$ cat src/rtl/adpll_chan_seq.sv
// adpll_chan_seq: channel sequencer in front of the ADPLL control core.
// Takes channel-change requests, programs FCW/mode, supervises lock with a
// timeout, and restarts the core through a PD window on each timeout.
// Optional build macro ADPLL_CHAN_SEQ_STATS_EN adds lock_cycles/fail_count.
module adpll_chan_seq #(
  parameter int unsigned FCWW       = 26,
  parameter int unsigned CHW        = 6,
  parameter int unsigned TOW        = 12,
  parameter int unsigned MAX_RETRY  = 3,
  parameter int unsigned PD_CYC     = 4,
  parameter int unsigned LOCK_BLANK = 2
) (
  input  logic            clk,
  input  logic            rst,
  input  logic            en,
  input  logic            abort,
  input  logic            req_valid,
  output logic            req_ready,
  input  logic [CHW-1:0]  req_chan,
  input  logic [1:0]      req_mode,
  input  logic [FCWW-1:0] fcw_base,
  input  logic [15:0]     fcw_step,
  input  logic [TOW-1:0]  lock_timeout,
  input  logic            channel_lock,
  output logic [FCWW-1:0] fcw,
  output logic [1:0]      adpll_mode,
  output logic            busy,
  output logic            done,
  output logic            fail,
  output logic            lost_lock,
  output logic [CHW-1:0]  cur_chan,
  output logic [1:0]      retry_cnt
`ifdef ADPLL_CHAN_SEQ_STATS_EN
  ,
  output logic [15:0]     lock_cycles,
  output logic [7:0]      fail_count
`endif
);

  localparam int unsigned PW = CHW + 16;

  localparam logic [2:0] S_IDLE   = 3'd0;
  localparam logic [2:0] S_APPLY  = 3'd1;
  localparam logic [2:0] S_WAIT   = 3'd2;
  localparam logic [2:0] S_LOCKED = 3'd3;
  localparam logic [2:0] S_RETRY  = 3'd4;

  localparam logic [1:0] M_PD   = 2'd0;
  localparam logic [1:0] M_RX   = 2'd2;
  localparam logic [1:0] M_TX   = 2'd3;

  localparam logic [TOW-1:0] TIMER_MAX = '1;
  localparam logic [TOW-1:0] BLANK     = TOW'(LOCK_BLANK);
  localparam logic [TOW-1:0] PD_LAST   = TOW'(PD_CYC - 1);
  localparam logic [1:0]     RETRY_LIM = 2'(MAX_RETRY);

  logic [2:0]      state, state_nx;
  logic [TOW-1:0]  timer, timer_nx;
  logic [1:0]      mode_lat, mode_lat_nx;
  logic [FCWW-1:0] fcw_nx;
  logic [1:0]      mode_nx;
  logic            busy_nx, done_nx, fail_nx, lost_nx;
  logic [CHW-1:0]  cur_chan_nx;
  logic [1:0]      retry_nx;
  logic [PW-1:0]   prod;
  logic [FCWW-1:0] fcw_calc;
  logic            accept;
  logic            seq_active;

  // Ready only while no sequence is running; forced low during reset.
  assign req_ready = ((state == S_IDLE) || (state == S_LOCKED)) & ~rst;

  // Next-state and next-output logic; en=0 holds everything but pulses.
  always_comb begin
    state_nx    = state;
    timer_nx    = timer;
    mode_lat_nx = mode_lat;
    fcw_nx      = fcw;
    mode_nx     = adpll_mode;
    busy_nx     = busy;
    cur_chan_nx = cur_chan;
    retry_nx    = retry_cnt;
    done_nx     = 1'b0;
    fail_nx     = 1'b0;
    lost_nx     = 1'b0;
    prod        = PW'(req_chan) * PW'(fcw_step);
    fcw_calc    = fcw_base + FCWW'(prod);
    accept      = req_valid & req_ready;
    seq_active  = (state == S_APPLY) || (state == S_WAIT) || (state == S_RETRY);

    if (en) begin
      if (seq_active && abort) begin
        mode_nx  = M_PD;
        busy_nx  = 1'b0;
        state_nx = S_IDLE;
      end else begin
        case (state)
          S_IDLE, S_LOCKED: begin
            if (accept) begin
              case (req_mode)
                M_RX, M_TX: begin
                  fcw_nx      = fcw_calc;
                  mode_nx     = req_mode;
                  mode_lat_nx = req_mode;
                  cur_chan_nx = req_chan;
                  retry_nx    = 2'd0;
                  busy_nx     = 1'b1;
                  state_nx    = S_APPLY;
                end
                M_PD: begin
                  mode_nx  = M_PD;
                  done_nx  = 1'b1;
                  state_nx = S_IDLE;
                end
                default: begin
                  // TEST is not a tunable mode: reject without side effects.
                  fail_nx = 1'b1;
                end
              endcase
            end else if ((state == S_LOCKED) && !channel_lock) begin
              // Relock on the same channel without touching the mode.
              lost_nx  = 1'b1;
              retry_nx = 2'd0;
              busy_nx  = 1'b1;
              state_nx = S_APPLY;
            end
          end
          S_APPLY: begin
            timer_nx = '0;
            state_nx = S_WAIT;
          end
          S_WAIT: begin
            timer_nx = (timer == TIMER_MAX) ? timer : timer + TOW'(1);
            if ((timer >= BLANK) && channel_lock) begin
              done_nx  = 1'b1;
              busy_nx  = 1'b0;
              state_nx = S_LOCKED;
            end else if ((lock_timeout != '0) && (timer == lock_timeout)) begin
              mode_nx = M_PD;
              if (retry_cnt < RETRY_LIM) begin
                retry_nx = retry_cnt + 2'd1;
                timer_nx = '0;
                state_nx = S_RETRY;
              end else begin
                fail_nx  = 1'b1;
                busy_nx  = 1'b0;
                state_nx = S_IDLE;
              end
            end
          end
          S_RETRY: begin
            // Timer doubles as the PD window counter; restoring the mode
            // makes the core restart its frequency search.
            if (timer == PD_LAST) begin
              mode_nx  = mode_lat;
              state_nx = S_APPLY;
            end else begin
              timer_nx = timer + TOW'(1);
            end
          end
          default: begin
            mode_nx  = M_PD;
            busy_nx  = 1'b0;
            state_nx = S_IDLE;
          end
        endcase
      end
    end
  end

  // State and registered outputs, updated on the core's negedge.
  always_ff @(negedge clk or posedge rst) begin
    if (rst) begin
      state      <= S_IDLE;
      timer      <= '0;
      mode_lat   <= M_PD;
      fcw        <= '0;
      adpll_mode <= M_PD;
      busy       <= 1'b0;
      done       <= 1'b0;
      fail       <= 1'b0;
      lost_lock  <= 1'b0;
      cur_chan   <= '0;
      retry_cnt  <= 2'd0;
    end else begin
      state      <= state_nx;
      timer      <= timer_nx;
      mode_lat   <= mode_lat_nx;
      fcw        <= fcw_nx;
      adpll_mode <= mode_nx;
      busy       <= busy_nx;
      done       <= done_nx;
      fail       <= fail_nx;
      lost_lock  <= lost_nx;
      cur_chan   <= cur_chan_nx;
      retry_cnt  <= retry_nx;
    end
  end

`ifdef ADPLL_CHAN_SEQ_STATS_EN
  logic [15:0] seq_cyc, seq_cyc_nx, lock_cycles_nx;
  logic [7:0]  fail_count_nx;

  // Lock time counts edges from the APPLY edge through the locking edge.
  always_comb begin
    seq_cyc_nx     = seq_cyc;
    lock_cycles_nx = lock_cycles;
    fail_count_nx  = fail_count;
    if (en && !(seq_active && abort)) begin
      if (state == S_APPLY) begin
        seq_cyc_nx = 16'd1;
      end else if (state == S_WAIT) begin
        if (state_nx == S_LOCKED) begin
          lock_cycles_nx = (seq_cyc == 16'hFFFF) ? seq_cyc : seq_cyc + 16'd1;
        end else begin
          seq_cyc_nx = (seq_cyc == 16'hFFFF) ? seq_cyc : seq_cyc + 16'd1;
        end
      end
    end
    if (fail_nx && (fail_count != 8'hFF)) begin
      fail_count_nx = fail_count + 8'd1;
    end
  end

  // Statistics registers.
  always_ff @(negedge clk or posedge rst) begin
    if (rst) begin
      seq_cyc     <= '0;
      lock_cycles <= '0;
      fail_count  <= '0;
    end else begin
      seq_cyc     <= seq_cyc_nx;
      lock_cycles <= lock_cycles_nx;
      fail_count  <= fail_count_nx;
    end
  end
`else
  // Statistics counters are not built in this configuration.
`endif

endmodule
$ cat config.mk
export PLATFORM = sky130hd
export DESIGN_NAME = adpll_chan_seq
export DESIGN_NICKNAME = d
export VERILOG_FILES = /design/src/rtl/adpll_chan_seq.sv
export SDC_FILE = /design/constraint.sdc
export NUM_CORES = 1
export LEC_CHECK = 0
export ABC_AREA = 1
export BUFFER_PORTS_ARGS = -buffer_cell sky130_fd_sc_hd__buf_2
export CAP_MARGIN = 30
export CORE_ASPECT_RATIO = 0.9
export CORE_MARGIN = 2
export CORE_UTILIZATION = 55
export CTS_BUF_LIST = sky130_fd_sc_hd__clkbuf_4 sky130_fd_sc_hd__clkbuf_8 sky130_fd_sc_hd__clkbuf_16
export DETAILED_ROUTE_END_ITERATION = 12
export GPL_ROUTABILITY_DRIVEN = 1
export GPL_TIMING_DRIVEN = 0
export PLACE_DENSITY = 0.79
export SLEW_MARGIN = 25
export SYNTH_ARGS = -nofsm -noshare
export SYNTH_HDL_FRONTEND = slang
export SYNTH_SLANG_ARGS = --single-unit
$ cat constraint.sdc
create_clock -name clk -period 2.4 [get_ports clk]
set_input_delay 0.36 -clock clk [delete_from_list [all_inputs] [get_ports clk]]
set_output_delay 0.36 -clock clk [all_outputs]
set_load 0.05 [all_outputs]
==> results of run 1 <==
==> registers in the layout, indices dropped and copies added, names as in the netlist, 2 cells and up <==
signal,count
retry_cnt,2
adpll_mode,2
timer,12
state,3
cur_chan,6
fcw,26
mode_lat,2
==> timing repair <==
item,CTS,global route
setup endpoints to repair,84,93
hold endpoints to repair,0,0
setup buffers,56,39
pin swaps,82,113
gates resized for setup,213,174
cloned,4,0
==> final timing paths <==
check	cells after the start	start	slack, ns	end
setup / recovery	17	req_chan[2]	-2.82	fcw[18]
hold / removal	2	mode_lat[1]	0.41	mode_lat[1]
setup reg to reg	12	timer[1]	-0.19	timer[0]
hold reg to reg	2	mode_lat[1]	0.41	mode_lat[1]
max in group asynchronous	3	rst	0.53	fcw[2]
min in group asynchronous	2	rst	1.29	fail
==> power by group <==
part	total [mW]	internal, mW	switching [mW]
logic	12.4	5.19	7.22
clock network	1.23	0.772	0.457
registers	1.70	1.35	0.356
total	15.3	7.31	8.03
==> tightest hold or removal path, delay by kind of cell, from the launching register on <==
kind                   cells  cell delay (ns)
buffers and inverters      1             0.05
flip-flops                 1             0.38
AND/OR/NAND/NOR            1             0.06
==> final cells by class <==
type	count	area [sq um]	area share [%]
Clock inverter	3	15.0	0.133
Inverter	239	903	8.00
Buffer	25	420	3.72
Sequential cell	57	1430	12.6
Multi-Input combinational cell	786	6320	56.0
Clock buffer	13	268	2.37
Tap cell	168	210	1.86
Timing Repair Buffer	200	1720	15.3
==> metal layers <==
| metal | vias up | wire length, um | global-route usage [%] | part of all wire, % |
|---|---|---|---|---|
| met5 | - | 0 | 0 | 0 |
| met4 | 0 | 1760 | 11.1 | 6.3 |
| met2 | 685 | 12800 | 51.9 | 46 |
| met1 | 4040 | 10400 | 44.0 | 37 |
| met3 | 215 | 3060 | 7.29 | 11 |
| li1 | 3775 | - | - | - |
==> cells in the final DEF (no fill, tap or decap), types with 3 or more instances in the layout <==
cell,instances
nand2_4,25
xnor2_1,4
xor2_1,4
nand2_1,286
nor2_2,11
buf_2,49
nand2_8,4
or2_2,3
nand3_2,24
clkbuf_4,3
nor3_2,3
clkinv_2,3
a21oi_2,5
a21oi_4,10
inv_1,192
inv_2,45
fa_2,3
buf_8,8
o21ai_2,9
o21ai_0,17
dfrtn_1,57
nor2_1,47
buf_4,79
a21oi_1,18
xnor2_2,6
o21ai_1,22
ha_4,22
fa_1,73
buf_6,74
nor3_1,9
nor2_4,19
nand4_1,16
ha_1,19
o21ai_4,5
nand2_2,63
clkbuf_16,22
nand3b_1,6
nand3_1,34
==> cell families after synthesis <==
logic type	Yosys count	synth area share [%]
fa+ha+maj	118	27.4
simple gates	557	30.9
buf+inv	264	13.9
flops	57	19.1
compound gates	95	6.90
xor+xnor	15	1.76
==> impl_results.md, run 1 <==
* Result of the run: finished, violations left
* Violations in the final reports: negative setup slack
* Share of flip-flops with an asynchronous set or reset after synthesis at 100%
* Detailed-routing iteration count for the pre-antenna-repair pass at 6
* Final-layout setup total negative slack at -69.42 ns
* Number of vias per cell at 5.85
* Required time worst endpoint at 1.39 ns
* Aggregate routed wire length at 28000 um
* Clock sink count at 57
* Post-synthesis instance total at 1106
* Worst path bufs/invs at 4
* CP max stage delay at 0.58 ns
* Final setup violation count at 91
* Critical path's top delay family: adder cells
* Worst setup SP type: primary input
* Fin Clk Skew at 0.00570 ns
* Cell-by-cell listing of the critical path: clkbuf_16 > buf_4 > nand2_1 > inv_1 > fa_1 > fa_1 > fa_1 > fa_1 > ha_4 > buf_6 > nand4_1 > o21bai_4 > nand2_1 > nand2_1 > nand2_1 > nand3_2 > nand2_1
* Seq/Total Area, Yosys at 19.1%
* Maximum fanout along the worst path at 5
* Synthesized area divided by synthesized cell count at 6.75 sq um
* Residual DRC at 0
* Max stage delay cell, worst path: fa_1
* Clock Tree Buf Depth at 2
* Antenna violations before repair at 0
* Worst-margin pin slew at 0.620 ns
* Worst Path Arrival at 4.21 ns
* RSZ-0062 raised after global routing: yes
* Die Span Y at 115 um
* Warning count from the yosys run at 0
* Top_reg_cell synth: dfrtn_1
* Hold Crit Class: register to register
* Largest net degree at the start of global routing at 32
* Register bit total from synthesis at 57
* Area growth from synthesis to layout at 51.1%
* Final core utilization at 84.8%
* Most area-consuming cells after synthesis: fa_1, dfrtn_1, nand2_1
* Synthesized Nets at 1292
* CP Capture Type: register
* Grt ovf at 0
* Via count of the first global-routing pass at 7791
* Power per standard cell area at 1360 nW/um^2
* Number of vias after detailed routing at 8715
* Critical path start-end classification: primary input to register
* CTS tree: built
* Initial Utilization at 56.1%
* Routed WL per cell at 18.8 um
* Routability-driven placement congestion ratio at 0.949
* Fin worst setup slack at -2.82 ns
* Number of standard cells in the layout, taps in and fillers out at 1491
* Hold buffer count at cts at 0
* Total count of max-transition violations in the final report at 0
* Final Hold Violating Endpoints at 0
* Area of the die at 14500 sq um
* H-tree lvl count at 3
* Total of buffers placed on input and output ports at 102
* Antenna Diode Count at 0
* Worst path most repeated cell: nand2_1
* Synthesized area at 7470 sq um
* Post-synth EDFFs at 0
* Net count reported at finish at 1504
* Placed Area at 8810 sq um
* Layout cell share with drive strength beyond 1 at 38.9%
* Total power at 15.3 mW
* Final design instance area without fill at 11300 sq um
* Count of filler cells inserted in the layout at 699
* Placeable core region at 13300 sq um
* Clk_lat worst skew at 0.34 ns
* Antenna Violating Nets Remaining at 0
* Gr usage total at 32.5%
* Total leakage power at 6.10 nW
* Post-detail-place hpwl at 15900 um
* Post-place setup slack at -3.20 ns
* Die W at 127 um
* Number of buffers created by CTS at 9
* Number of violations reported at the end of detailed-routing iteration 0 at 1101
* Worst-path clk slew at 0.04 ns
* Number of max-capacitance violations reported at 0
* Number of top-level pins at 109
* Proportion of netlist area held by the largest area contributor at 20.4%
* Peak supply drop at 0.000994 V
* Placed cell count at 1377
* Clock root buffer: clkbuf_16
* Commonest cells in the netlist: nand2_1, inv_1, fa_1
* Synth unique cells at 37
* Top cell type by total area after synthesis: fa_1
* First-pass GRT wire length at 37500 um
* Placement row count at 40
* Most common cell in the netlist: nand2_1
* Final worst hold slack at 0.410 ns
* Relative slew slack at 58.6%
No activity file was read; power rests on OpenSTA's default activity.
==> run 2, diff against run 1 <==
CORE_ASPECT_RATIO = 0.7   (was 0.9)
==> run 2 against run 1 <==
  * The flow still finishes with violations (negative setup slack)
  * Worst setup slack gained 0.047 ns
  * Via count grew 0.65%
  * Clock power grew 11%
  * Worst hold slack gained 0.032 ns
  * Count of clock-buffer cells in the layout shrank 3
  * Sequential share of layout area shrank 0.054 points
  * Sequential power is essentially flat
  * First-iteration DRC count shrank 0.18%
  * Combinational power is essentially flat
  * Critical path type unchanged
  * Largest cell class unchanged
  * Highest routed layer unchanged
==> impl_results.md, run 2 (synthesis results as in run 1) <==
* Result of the run: finished, violations left
* Violations in the final reports: negative setup slack
* Via count of the first global-routing pass at 8142 (+4.5%)
* Most frequent cells in the layout: nand2_1, inv_1, buf_4
* Capture point of the critical path: fcw[13]
* Number of standard cells in the layout, taps in and fillers out at 1511 (+1.3%)
* Critical path start-end classification: primary input to register
* Launch instance of the worst register-to-register path: timer[0]
* Final worst hold slack at 0.443 ns (+0.0324 ns)
* Worst-path clk slew at 0.04 ns (about the same)
* Net count reported at finish at 1507 (+0.20%)
* CP Capture Type: register
* Die Span Y at 102 um (-11%)
* Post-detail-place hpwl at 16300 um (+2.4%)
* Placeable core region at 13200 sq um (-0.66%)
* Total power at 15.4 mW (+0.14%)
* Maximum fanout along the worst path at 5 (unchanged)
* Aggregate routed wire length at 28700 um (+2.4%)
* Flip-flop count of the largest register, all copies and words added at 26 (unchanged)
* Total leakage power at 6.09 nW (-0.19%)
* Layout cell share with drive strength beyond 1 at 38.8% (-0.088 points)
* Final Hold Violating Endpoints at 0 (unchanged)
* Number of vias after detailed routing at 8772 (+0.65%)
* Most common library cell in the layout ignoring fill and taps: nand2_1
* Clock sink count at 57 (unchanged)
* Antenna violations before repair at 0 (unchanged)
* Clock Tree Buf Depth at 2 (unchanged)
* Residual DRC at 0 (unchanged)
* RSZ-0062 raised after global routing: yes
* Final core utilization at 85.7% (+0.93 points)
* Final-layout setup total negative slack at -70.68 ns (-1.26 ns)
* CTS tree: built
* Area growth from synthesis to layout at 51.8%
* Number of violations reported at the end of detailed-routing iteration 0 at 1099 (-0.18%)
* Number of cells traversed by the worst hold path at 2 (unchanged)
* Clk_lat worst skew at 0.35 ns (about the same)
* Capturing point of the worst reg2reg path: retry_cnt[0]
* Number of max-capacitance violations reported at 0 (unchanged)
* Count of cells along the worst register-to-register path at 12 (unchanged)
* Clock root buffer: clkbuf_16
* H-tree lvl count at 3 (unchanged)
* Hold Crit Class: register to register
* Antenna Diode Count at 0 (unchanged)
* Largest net degree at the start of global routing at 31 (-3.1%)
* Worst Path Arrival at 4.16 ns (-0.05 ns)
* Hold buffer count at cts at 0 (unchanged)
* Routed WL per cell at 19.0 um (+1.0%)
* First-pass GRT wire length at 38900 um (+3.8%)
* Final design instance area without fill at 11300 sq um (+0.43%)
* Post-place setup slack at -3.27 ns (-0.0765 ns)
* Peak supply drop at 0.00100 V (+0.81%)
* Number of buffers created by CTS at 9 (unchanged)
* Area of the die at 14500 sq um (about the same)
* Die W at 143 um (+13%)
* Relative slew slack at 55.6% (-3.0 points)
* Total count of max-transition violations in the final report at 0 (unchanged)
* Placed cell count at 1394 (+1.2%)
* Required time worst endpoint at 1.39 ns (about the same)
* Routability-driven placement congestion ratio at 0.963 (+1.5%)
* Number of vias per cell at 5.81 (-0.68%)
* Most flops, register: fcw
* Final setup violation count at 89 (-2.2%)
* Flop-to-flop setup slack at 0.03 ns (+0.22 ns)
* Initial Utilization at 56.5% (+0.37 points)
* Detailed-routing iteration count for the pre-antenna-repair pass at 8 (+2)
* Fin worst setup slack at -2.78 ns (+0.0469 ns)
* Grt ovf at 0 (unchanged)
* Worst setup path startpoint: req_chan[5]
* Antenna Violating Nets Remaining at 0 (unchanged)
* Total of buffers placed on input and output ports at 102 (unchanged)
* Worst setup SP type: primary input
* Worst-margin pin slew at 0.664 ns (+0.0443 ns)
* Number of top-level pins at 109 (unchanged)
* Power per standard cell area at 1350 nW/um^2 (-0.29%)
* Leading registers by flop count: fcw (26), timer (12), cur_chan (6)
* Placement row count at 35 (-13%)
* Fin Clk Skew at 0.00664 ns (+0.000943 ns)
* Gr usage total at 34.6% (+2.1 points)
* Placed Area at 8840 sq um (+0.24%)
run 2: changes by cell type in the layout (fill, tap and decap cells not counted), moves of 4 or more:
| cell | delta |
|---|---|
| buf_4 | +6 |
| buf_6 | -9 |
| inv_1 | +4 |
| inv_2 | -7 |
| nand2_2 | -5 |
run 2: timing repair:
action | CTS | global route
pin swaps | 101 | 97
buffers inserted | 62 | 39
setup endpoints to repair | 84 | 95
gates resized for setup | 232 | 145
cloned | 4 | 1
run 2: routing by layer:
layer | track usage [%] | share of wire (%) | vias to the layer above
met4 | 9.43 | 5.2 | 0
met3 | 9.65 | 12 | 190
li1 | - | - | 3784
met2 | 55.1 | 45 | 690
met1 | 47.1 | 38 | 4108
met5 | 0 | 0 | -
run 2: worst max-delay path, cell delays in order:
cell and delay [ns]:
clkbuf_16 0.14, clkbuf_16 0.16, nand2_1 0.06, inv_1 0.07, fa_2 0.50, fa_2 0.59, fa_1 0.45, fa_2 0.58
ha_4 0.24, nand2_4 0.12, nor2_1 0.09, nor2_4 0.16, nand2_4 0.11, nand2_1 0.09, nand2_1 0.07, or2_4 0.23
nand3_2 0.05, nand2_1 0.06
run 2: how the worst min path moves through the flow:
stage / startpoint / endpoint / slack, ns
6_report: mode_lat[1] / mode_lat[1] / 0.44
3_5_place_dp: mode_lat[1] / mode_lat[1] / 0.40
4_1_cts: mode_lat[1] / mode_lat[1] / 0.41
5_1_grt: mode_lat[1] / mode_lat[1] / 0.47
2_1_floorplan: mode_lat[1] / mode_lat[1] / 0.38
3_3_place_gp: mode_lat[1] / mode_lat[1] / 0.40
run 2: layout make-up:
cell class / count / area (sq um)
tap: 185 / 231
timing repair buffer: 202 / 1710
buffer: 25 / 415
fill: 683 / 1890
multi-input combinational: 787 / 6330
clock inverter: 6 / 67.6
sequential: 57 / 1430
clock buffer: 10 / 239
inverter: 239 / 911
run 2: where the power goes:
group          total [mW]  internal, mW  switching (mW)
Clock                1.37         0.834           0.540
Combinational        12.3          5.04            7.26
Sequential           1.69          1.34           0.343
